`config.mk`:
```
export PLATFORM = sky130hd
export DESIGN_NAME = store_write_buffer
export DESIGN_NICKNAME = d
export VERILOG_FILES = /design/src/rtl/mem_pkg.sv /design/src/rtl/store_buffer_fifo.sv /design/src/rtl/store_write_buffer.sv
export SDC_FILE = /design/constraint.sdc
export NUM_CORES = 1
export LEC_CHECK = 0
export ABC_AREA = 1
export CORE_MARGIN = 2
export CORE_UTILIZATION = 45
export CTS_BUF_LIST = sky130_fd_sc_hd__clkbuf_2 sky130_fd_sc_hd__clkbuf_4 sky130_fd_sc_hd__clkbuf_8
export DETAILED_ROUTE_END_ITERATION = 12
export PLACE_DENSITY = 0.74
export REMOVE_ABC_BUFFERS = 1
export SLEW_MARGIN = 20
export SYNTH_ARGS = -nofsm -noshare
export SYNTH_HDL_FRONTEND = slang
export SYNTH_SLANG_ARGS = --single-unit
export TNS_END_PERCENT = 30
```
`constraint.sdc`:
```
create_clock -name clk -period 9.7 [get_ports clk]
set_input_delay 1.94 -clock clk [delete_from_list [all_inputs] [get_ports clk]]
set_output_delay 1.94 -clock clk [all_outputs]
set_load 0.01 [all_outputs]
```
`src/rtl/mem_pkg.sv`:
```
// Shared data-memory definitions: word geometry and the store entry layout
// used by the MEM stage, the store write buffer and the data memory.
package mem_pkg;

  localparam int unsigned mem_words = 256;
  localparam int unsigned word_bits = 8;

  typedef logic [word_bits-1:0] word_t;

  typedef struct packed {
    word_t addr;
    word_t data;
  } store_entry_t;

endpackage

```
`src/rtl/store_buffer_fifo.sv`:
```
// In-order storage for pending stores: circular array, pointers, occupancy
// and a per-entry valid vector for the forwarding compare.
module store_buffer_fifo
  import mem_pkg::*;
#(
  parameter int unsigned depth = 4,
  localparam int unsigned ptr_bits = $clog2(depth),
  localparam int unsigned cnt_bits = $clog2(depth + 1)
) (
  input  logic                     clk,
  input  logic                     rst_n,
  input  logic                     push,
  input  logic                     pop,
  input  store_entry_t             wr_entry,
  output store_entry_t [depth-1:0] entries,
  output logic [depth-1:0]         valid,
  output logic [ptr_bits-1:0]      rd_ptr,
  output logic [cnt_bits-1:0]      count
);

  store_entry_t [depth-1:0] mem_r;
  logic [ptr_bits-1:0]      wr_ptr_r;
  logic [ptr_bits-1:0]      rd_ptr_r;
  logic [cnt_bits-1:0]      count_r;
  logic [ptr_bits-1:0]      offset_s;

  // Storage, pointer and occupancy update
  always_ff @(posedge clk or negedge rst_n) begin
    if (!rst_n) begin
      mem_r    <= '0;
      wr_ptr_r <= '0;
      rd_ptr_r <= '0;
      count_r  <= '0;
    end else begin
      if (push) begin
        mem_r[wr_ptr_r] <= wr_entry;
        wr_ptr_r        <= wr_ptr_r + ptr_bits'(1);
      end
      if (pop) begin
        rd_ptr_r <= rd_ptr_r + ptr_bits'(1);
      end
      case ({push, pop})
        2'b10:   count_r <= count_r + cnt_bits'(1);
        2'b01:   count_r <= count_r - cnt_bits'(1);
        default: count_r <= count_r;
      endcase
    end
  end

  // An entry is live when its distance from the head is below the occupancy
  always_comb begin
    valid    = '0;
    offset_s = '0;
    for (int i = 0; i < int'(depth); i++) begin
      offset_s = ptr_bits'(i) - rd_ptr_r;
      valid[i] = (cnt_bits'(offset_s) < count_r);
    end
  end

  assign entries = mem_r;
  assign rd_ptr  = rd_ptr_r;
  assign count   = count_r;

endmodule

```
`src/rtl/store_write_buffer.sv`:
```
// Store write buffer: queues MEM-stage stores, drains one per cycle onto the
// registered memory write port, and forwards the youngest pending store data.
module store_write_buffer
  import mem_pkg::*;
#(
  parameter int unsigned mem_size     = mem_words,
  parameter int unsigned log_mem_size = $clog2(mem_size),
  parameter int unsigned depth        = 4,
  localparam int unsigned ptr_bits    = $clog2(depth),
  localparam int unsigned cnt_bits    = $clog2(depth + 1)
) (
  input  logic                    clk,
  input  logic                    rst_n,
  input  logic                    st_valid,
  output logic                    st_ready,
  input  logic [log_mem_size-1:0] st_addr,
  input  logic [log_mem_size-1:0] st_data,
  input  logic                    mem_stall,
  output logic                    mem_we,
  output logic [log_mem_size-1:0] mem_waddr,
  output logic [log_mem_size-1:0] mem_wdata,
  input  logic [log_mem_size-1:0] fwd_addr,
  output logic                    fwd_hit,
  output logic [log_mem_size-1:0] fwd_data,
  output logic [cnt_bits-1:0]     count,
  output logic                    empty
);

  store_entry_t [depth-1:0] entries_s;
  store_entry_t             wr_entry_s;
  store_entry_t             head_s;
  logic [depth-1:0]         valid_s;
  logic [ptr_bits-1:0]      rd_ptr_s;
  logic [cnt_bits-1:0]      count_s;
  logic                     push_s;
  logic                     pop_s;
  logic [ptr_bits-1:0]      idx_s;
  logic                     match_s;

  logic                     mem_we_r;
  logic [log_mem_size-1:0]  mem_waddr_r;
  logic [log_mem_size-1:0]  mem_wdata_r;

  // Ready looks only at occupancy so a same-edge pop never admits a push into a full buffer
  assign st_ready   = (count_s < cnt_bits'(depth));
  assign push_s     = st_valid && st_ready;
  assign pop_s      = (count_s != cnt_bits'(0)) && !mem_stall;
  assign wr_entry_s = '{addr: st_addr, data: st_data};
  assign head_s     = entries_s[rd_ptr_s];

  store_buffer_fifo #(
    .depth(depth)
  ) u_fifo (
    .clk     (clk),
    .rst_n   (rst_n),
    .push    (push_s),
    .pop     (pop_s),
    .wr_entry(wr_entry_s),
    .entries (entries_s),
    .valid   (valid_s),
    .rd_ptr  (rd_ptr_s),
    .count   (count_s)
  );

  // Memory write port register: one strobe per popped entry, address/data hold otherwise
  always_ff @(posedge clk or negedge rst_n) begin
    if (!rst_n) begin
      mem_we_r    <= 1'b0;
      mem_waddr_r <= '0;
      mem_wdata_r <= '0;
    end else if (pop_s) begin
      mem_we_r    <= 1'b1;
      mem_waddr_r <= head_s.addr;
      mem_wdata_r <= head_s.data;
    end else begin
      mem_we_r    <= 1'b0;
    end
  end

  // Forwarding: walk candidates oldest to youngest so the last match wins
  always_comb begin
    fwd_hit  = mem_we_r && (mem_waddr_r == fwd_addr);
    fwd_data = fwd_hit ? mem_wdata_r : '0;
    idx_s    = '0;
    match_s  = 1'b0;
    for (int k = 0; k < int'(depth); k++) begin
      idx_s    = rd_ptr_s + ptr_bits'(k);
      match_s  = valid_s[idx_s] && (entries_s[idx_s].addr == fwd_addr);
      fwd_hit  = fwd_hit | match_s;
      fwd_data = match_s ? entries_s[idx_s].data : fwd_data;
    end
  end

  assign mem_we    = mem_we_r;
  assign mem_waddr = mem_waddr_r;
  assign mem_wdata = mem_wdata_r;
  assign count     = count_s;
  assign empty     = (count_s == cnt_bits'(0)) && !mem_we_r;

endmodule

```
Yosys cells after proc, flatten, opt, wreduce, memory -nomap -nowiden
Index checks and enable logic that the tools add are counted.

Logic and storage cells: 86. Register bits after elaboration: 88. Output and inout port bits: 31.

$lt $le $gt $ge: 11. Reduce and logical (&&, ||, !) cells: 14. Muxes and demuxes: 26. Add/sub/neg operators: 10. Eq/ne operators: 7. Bitwise operators: 4.

Operators with widths (count): 16-bit binary-select mux with 2-bit select (4); 16-bit two-way mux (5); 64-bit bitwise mux (1); 8-bit == test (5); 8-bit two-way mux (5); 16-bit demux with 2-bit select (1); 2-bit by 3-bit < comparator with 1-bit output, second input constant (5); 2-bit by 3-bit < comparator with 1-bit output (4); 1-bit logical AND (9); 1-bit binary-select mux with 2-bit select (4); 3-bit one-hot mux with 2 select lines (1); 1-bit two-way mux (5); 2-bit by 1-bit adder with 2-bit output, second input constant (2); 2-bit adder, second input constant (2); 1-bit OR (4); 1-bit by 2-bit subtractor with 2-bit output, first input constant (2); 2-bit subtractor, first input constant (2); 3-bit by 1-bit adder with 3-bit output, second input constant (1); 3-bit logical NOT (1); 3-bit < comparator, second input constant (1); 3-bit nonzero test (1); 3-bit by 1-bit subtractor with 3-bit output, second input constant (1); 2-bit by 1-bit == test with 1-bit output, second input constant (1); 2-bit == test, second input constant (1); 3 further kinds (4).

Depth between registers and ports, before layout
Depth in word-level cells: 9. Depth in mapped cells: 22. Mapped depth without buffers: 18.

Cells and area by module
From an unflattened synthesis, not the netlist that was laid out.

Cell total of the unflattened synthesis: 972. Area total of the unflattened synthesis: 6404.9 um^2.

Modules (own cells, without submodules): store_write_buffer (instances 1, cells an instance 690, area each 3409.5 um^2, sequential area each 425.4 um^2); store_buffer_fifo (instances 1, cells an instance 282, area each 2995.4 um^2, sequential area each 1776.7 um^2).

Worst setup path before layout
No wires, ideal clock.

Kind: input port to output port. Start: in fwd_addr[2]. End: out fwd_data[7]. Path buffers: 2. Arrival: 3.256 ns. Stages: 12. Slack: 4.504 ns. Cell sequence: clkbuf_1 > inv_1 > nand3_1 > nand2_1 > nor2_1 > nand3_1 > nor2_4 > buf_2 > a21oi_1 > nand2_1 > nand2_1 > nand2_1.

Word-level cells in the longest chain between the ends: 7. Elaborated cells on any way between the ends: 15. Those cells by class: eq/ne: 5; mux: 5; reduce/logical: 5.

RTL lines: start: declaration (line store_write_buffer.sv:22) `input logic [log_mem_size-1:0] fwd_addr,`; 8-bit == test (line store_write_buffer.sv:82) `fwd_hit = mem_we_r && (mem_waddr_r == fwd_addr);`; 1-bit logical AND (line store_write_buffer.sv:82); 8-bit two-way mux (line store_write_buffer.sv:83) `fwd_data = fwd_hit ? mem_wdata_r : '0;`; 8-bit two-way mux (3 in series) (line store_write_buffer.sv:90) `fwd_data = match_s ? entries_s[idx_s].data : fwd_data;`; 8-bit two-way mux (*) (line store_write_buffer.sv:90); end: declaration (line store_write_buffer.sv:24) `output logic [log_mem_size-1:0] fwd_data,`.

Every way passes the cells marked *; elsewhere a longest branch is shown, timed or not.

Worst setup path in the final report
Start: in fwd_addr[4]. End: out fwd_data[7].

Same word-level chain as after synthesis.

==> out/qor.txt <==
run status -> completed
number of sinks handled by clock tree synthesis -> 88
minimum clock period after layout -> 6.756 ns
global-route wire length before repair -> 27950 um
I/O pin count -> 59
placement row count -> 43
critical path depth -> 11
endpoint of the lowest-slack register-to-register path -> u_fifo.count[2]
H-tree depth reported by CTS -> 3
Worst path max stage delay -> 0.96 ns
Vert. Die Dim -> 123 um
Resized cells post-CTS -> 0
post-CTS clock slew at the launch and capture registers of the worst setup and hold paths -> 0.09 ns
GR Overflow Total -> 0
CTS tree -> built
hold buffer count at CTS -> 0
core region area -> 13880 sq um
maximum achievable frequency -> 148.0 MHz
launching point of the worst reg2reg path -> u_fifo.count[2]
vias after detailed routing -> 6331
RSZ-0062 raised after global routing -> false
Syn-to-layout area delta -> 12.74%
Placement Cell Area -> 6959 sq um
critical path's top delay family -> simple AND/OR/NAND/NOR gates
total of buffers placed on input and output ports -> 58
number of buffers and inverters on the critical path -> 3
type of the tightest min-delay check -> flop to flop
Critical Path Sink -> fwd_data[7]
nature of the critical path startpoint -> input port
floorplan die area -> 15130 sq um
starting utilization of the core area -> 45.91%
Leakage Power -> 3.671 nW
number of buffers created by CTS -> 9
Initial DRC Count -> 462
FF+latch count, synth -> 88
slowest cell on the critical path -> nor4_2
Die Span X -> 123 um
vias per cell -> 5.202
sum of net half-perimeters after detailed placement -> 11210 um
post-detailed-route DRC marker count -> 0
pwr dens -> 339.3 nW/um^2
pin count of the biggest net entering global routing -> 84
synth warn -> 0
reg-to-reg setup timing slack -> 7.44 ns
critical path class -> input port to output port
antenna cells -> 0
Slew HR -> 26.74%
Max Transition Viols Final -> 0
number of placed cells counting well taps -> 1201
critical path fanouts, max -> 9
number of max-cap violations -> 0
average wire per standard cell -> 14.00 um
fraction of the cycle the final worst path needs -> 69.64%
setup violators final -> 0
cells along the critical path -> clkdlybuf4s50_1 > inv_1 > o21ai_0 > nor4_2 > nand3_1 > nand2_1 > nand3_1 > nand2_1 > nand2_1 > nand2_1 > clkdlybuf4s50_1
count of nets left with antenna violations after detail routing -> 0
GPL Wtd Cong -> 0.9292
IR drop worst, VDD -> 0.1623 mV
worst-margin pin slew -> 1.090 ns
worst-case clock skew -> 0.01746 ns
CTS root buf -> clkbuf_8
non-filler cells in the finished layout -> 1217
launching instance or port of the critical path -> fwd_addr[4]
TNS Setup -> 0 ns
clk buf depth -> 2
worst-skew pair later-pin latency -> 0.38 ns
post-route cell area -> 7184 sq um
router iterations before antenna repair -> 5
share of the yosys chip area belonging to registers -> 34.56%
final net count -> 1070
cell depth of the worst flop-to-flop path -> 8
share of final-layout standard cells stronger than drive strength 1 -> 4.532%
Worst Path Arrival -> 4.82 ns
number of hold-slack violations in the final timing report -> 0
number of global-route vias before repair -> 5818
final routed wirelength across all metal layers -> 17040 um
Worst setup EP type -> output port
total global-route track usage -> 23.66%
number of antenna violations at the first check in global routing -> 0
distinct cell type count after synthesis -> 31
required time at the worst-slack endpoint -> 7.76 ns
post-synthesis cell area -> 6372 sq um
synthesized area per cell -> 6.347 sq um
instance count of the mapped netlist -> 1004
Post-CTS Setup Inserts -> 0
cell mode on critical path -> nand2_1
-- worst min-delay path, delay by kind of cell (launching register included) --
family,cells,cell delay [ns]
AND/OR/NAND/NOR,1,0.05
flip-flops,1,0.37
AO/OA/AOI/OAI,1,0.06
-- per-layer routing --
| metal | wire length, um | vias up | GRT usage [%] |
|---|---|---|---|
| met1 | 7766 | 2869 | 30.70 |
| li1 | - | 3253 | - |
| met5 | 0 | - | 0 |
| met2 | 8079 | 174 | 39.74 |
| met4 | 381 | 0 | 9.162 |
| met3 | 811 | 35 | 3.644 |
-- worst min-delay path by stage --
stage	endpoint	depth (start not counted)	startpoint	slack, ns
after floorplan	u_fifo.entries[11]	2	u_fifo.entries[11]	0.47
final	u_fifo.entries[30]	2	u_fifo.entries[30]	0.51
after global placement	u_fifo.entries[37]	2	u_fifo.entries[37]	0.49
after CTS	u_fifo.entries[30]	2	u_fifo.entries[30]	0.52
after detailed placement	u_fifo.entries[30]	2	u_fifo.entries[30]	0.50
after global routing	u_fifo.entries[8]	2	u_fifo.entries[8]	0.54
-- cells by family after synthesis --
logic type | share of synthesized area [%]
fa+ha+maj | 2.081
xor+xnor | 2.474
buf+inv | 8.541
simple gates | 39.86
flops | 34.56
compound gates | 12.49
-- power by group --
part	internal, mW	leakage (nW)	total, mW	switching (mW)
Clock	0.155	0.109	0.294	0.139
Combinational	0.512	2.46	1.47	0.956
Sequential	0.535	1.10	0.675	0.140
-- synthesized netlist by cell type, drive strengths merged --
cell | count | share of area [%]
nand2 | 464 | 28
o21ai | 130 | 10
nand3 | 114 | 9.0
dfrtp | 88 | 35
inv | 69 | 4.1
buf | 28 | 3.2
nor2 | 28 | 2.2
clkbuf | 22 | 1.3
a21oi | 19 | 1.6
xor2 | 17 | 2.3
ha | 9 | 1.8
o211ai | 4 | 0.63
or2 | 4 | 0.39
nor4 | 3 | 0.49
a31oi | 1 | 0.098
fa | 1 | 0.31
nand3b | 1 | 0.12
nand4 | 1 | 0.098
xnor2 | 1 | 0.14
-- registers in the layout, summed over array words and instances (netlist names) --
register / cells
u_fifo.rd_ptr: 2
u_fifo.entries: 64
u_fifo.wr_ptr_r: 2
mem_waddr: 8
mem_wdata: 8
mem_we: 1
u_fifo.count: 3
-- cell usage in the layout (no fill, tap or decap), types with 9 or more instances in the layout --
cell and instances:
o21ai_0 129, a21oi_1 18, nor2_1 23, dfrtp_1 87
clkbuf_8 10, xor2_1 17, nand3_1 113, buf_4 10
ha_1 9, nand2_1 462, clkdlybuf4s50_1 57, inv_1 66
-- stage by stage --
stage,hold WS (ns),setup WS [ns],power (mW),utilization (%)
6_report,0.5125,2.945,2.437,51.76
5_1_grt,0.5415,2.737,2.703,51.76
4_1_cts,0.5168,2.982,2.440,51.76
3_5_place_dp,0.4954,2.974,2.139,50.14
3_3_place_gp,0.4881,3.048,2.107,50.14
2_1_floorplan,0.4746,3.271,1.698,-
-- final cells by class --
cell class                      count  area (sq um)
Clock buffer                       11         145.1
Clock inverter                      5         80.08
Fill cell                        1453          6696
Inverter                           69         259.0
Multi-Input combinational cell    797          3626
Sequential cell                    88          2203
Tap cell                          180         225.2
Timing Repair Buffer               67         645.6
(Power assumes the default switching activity.)
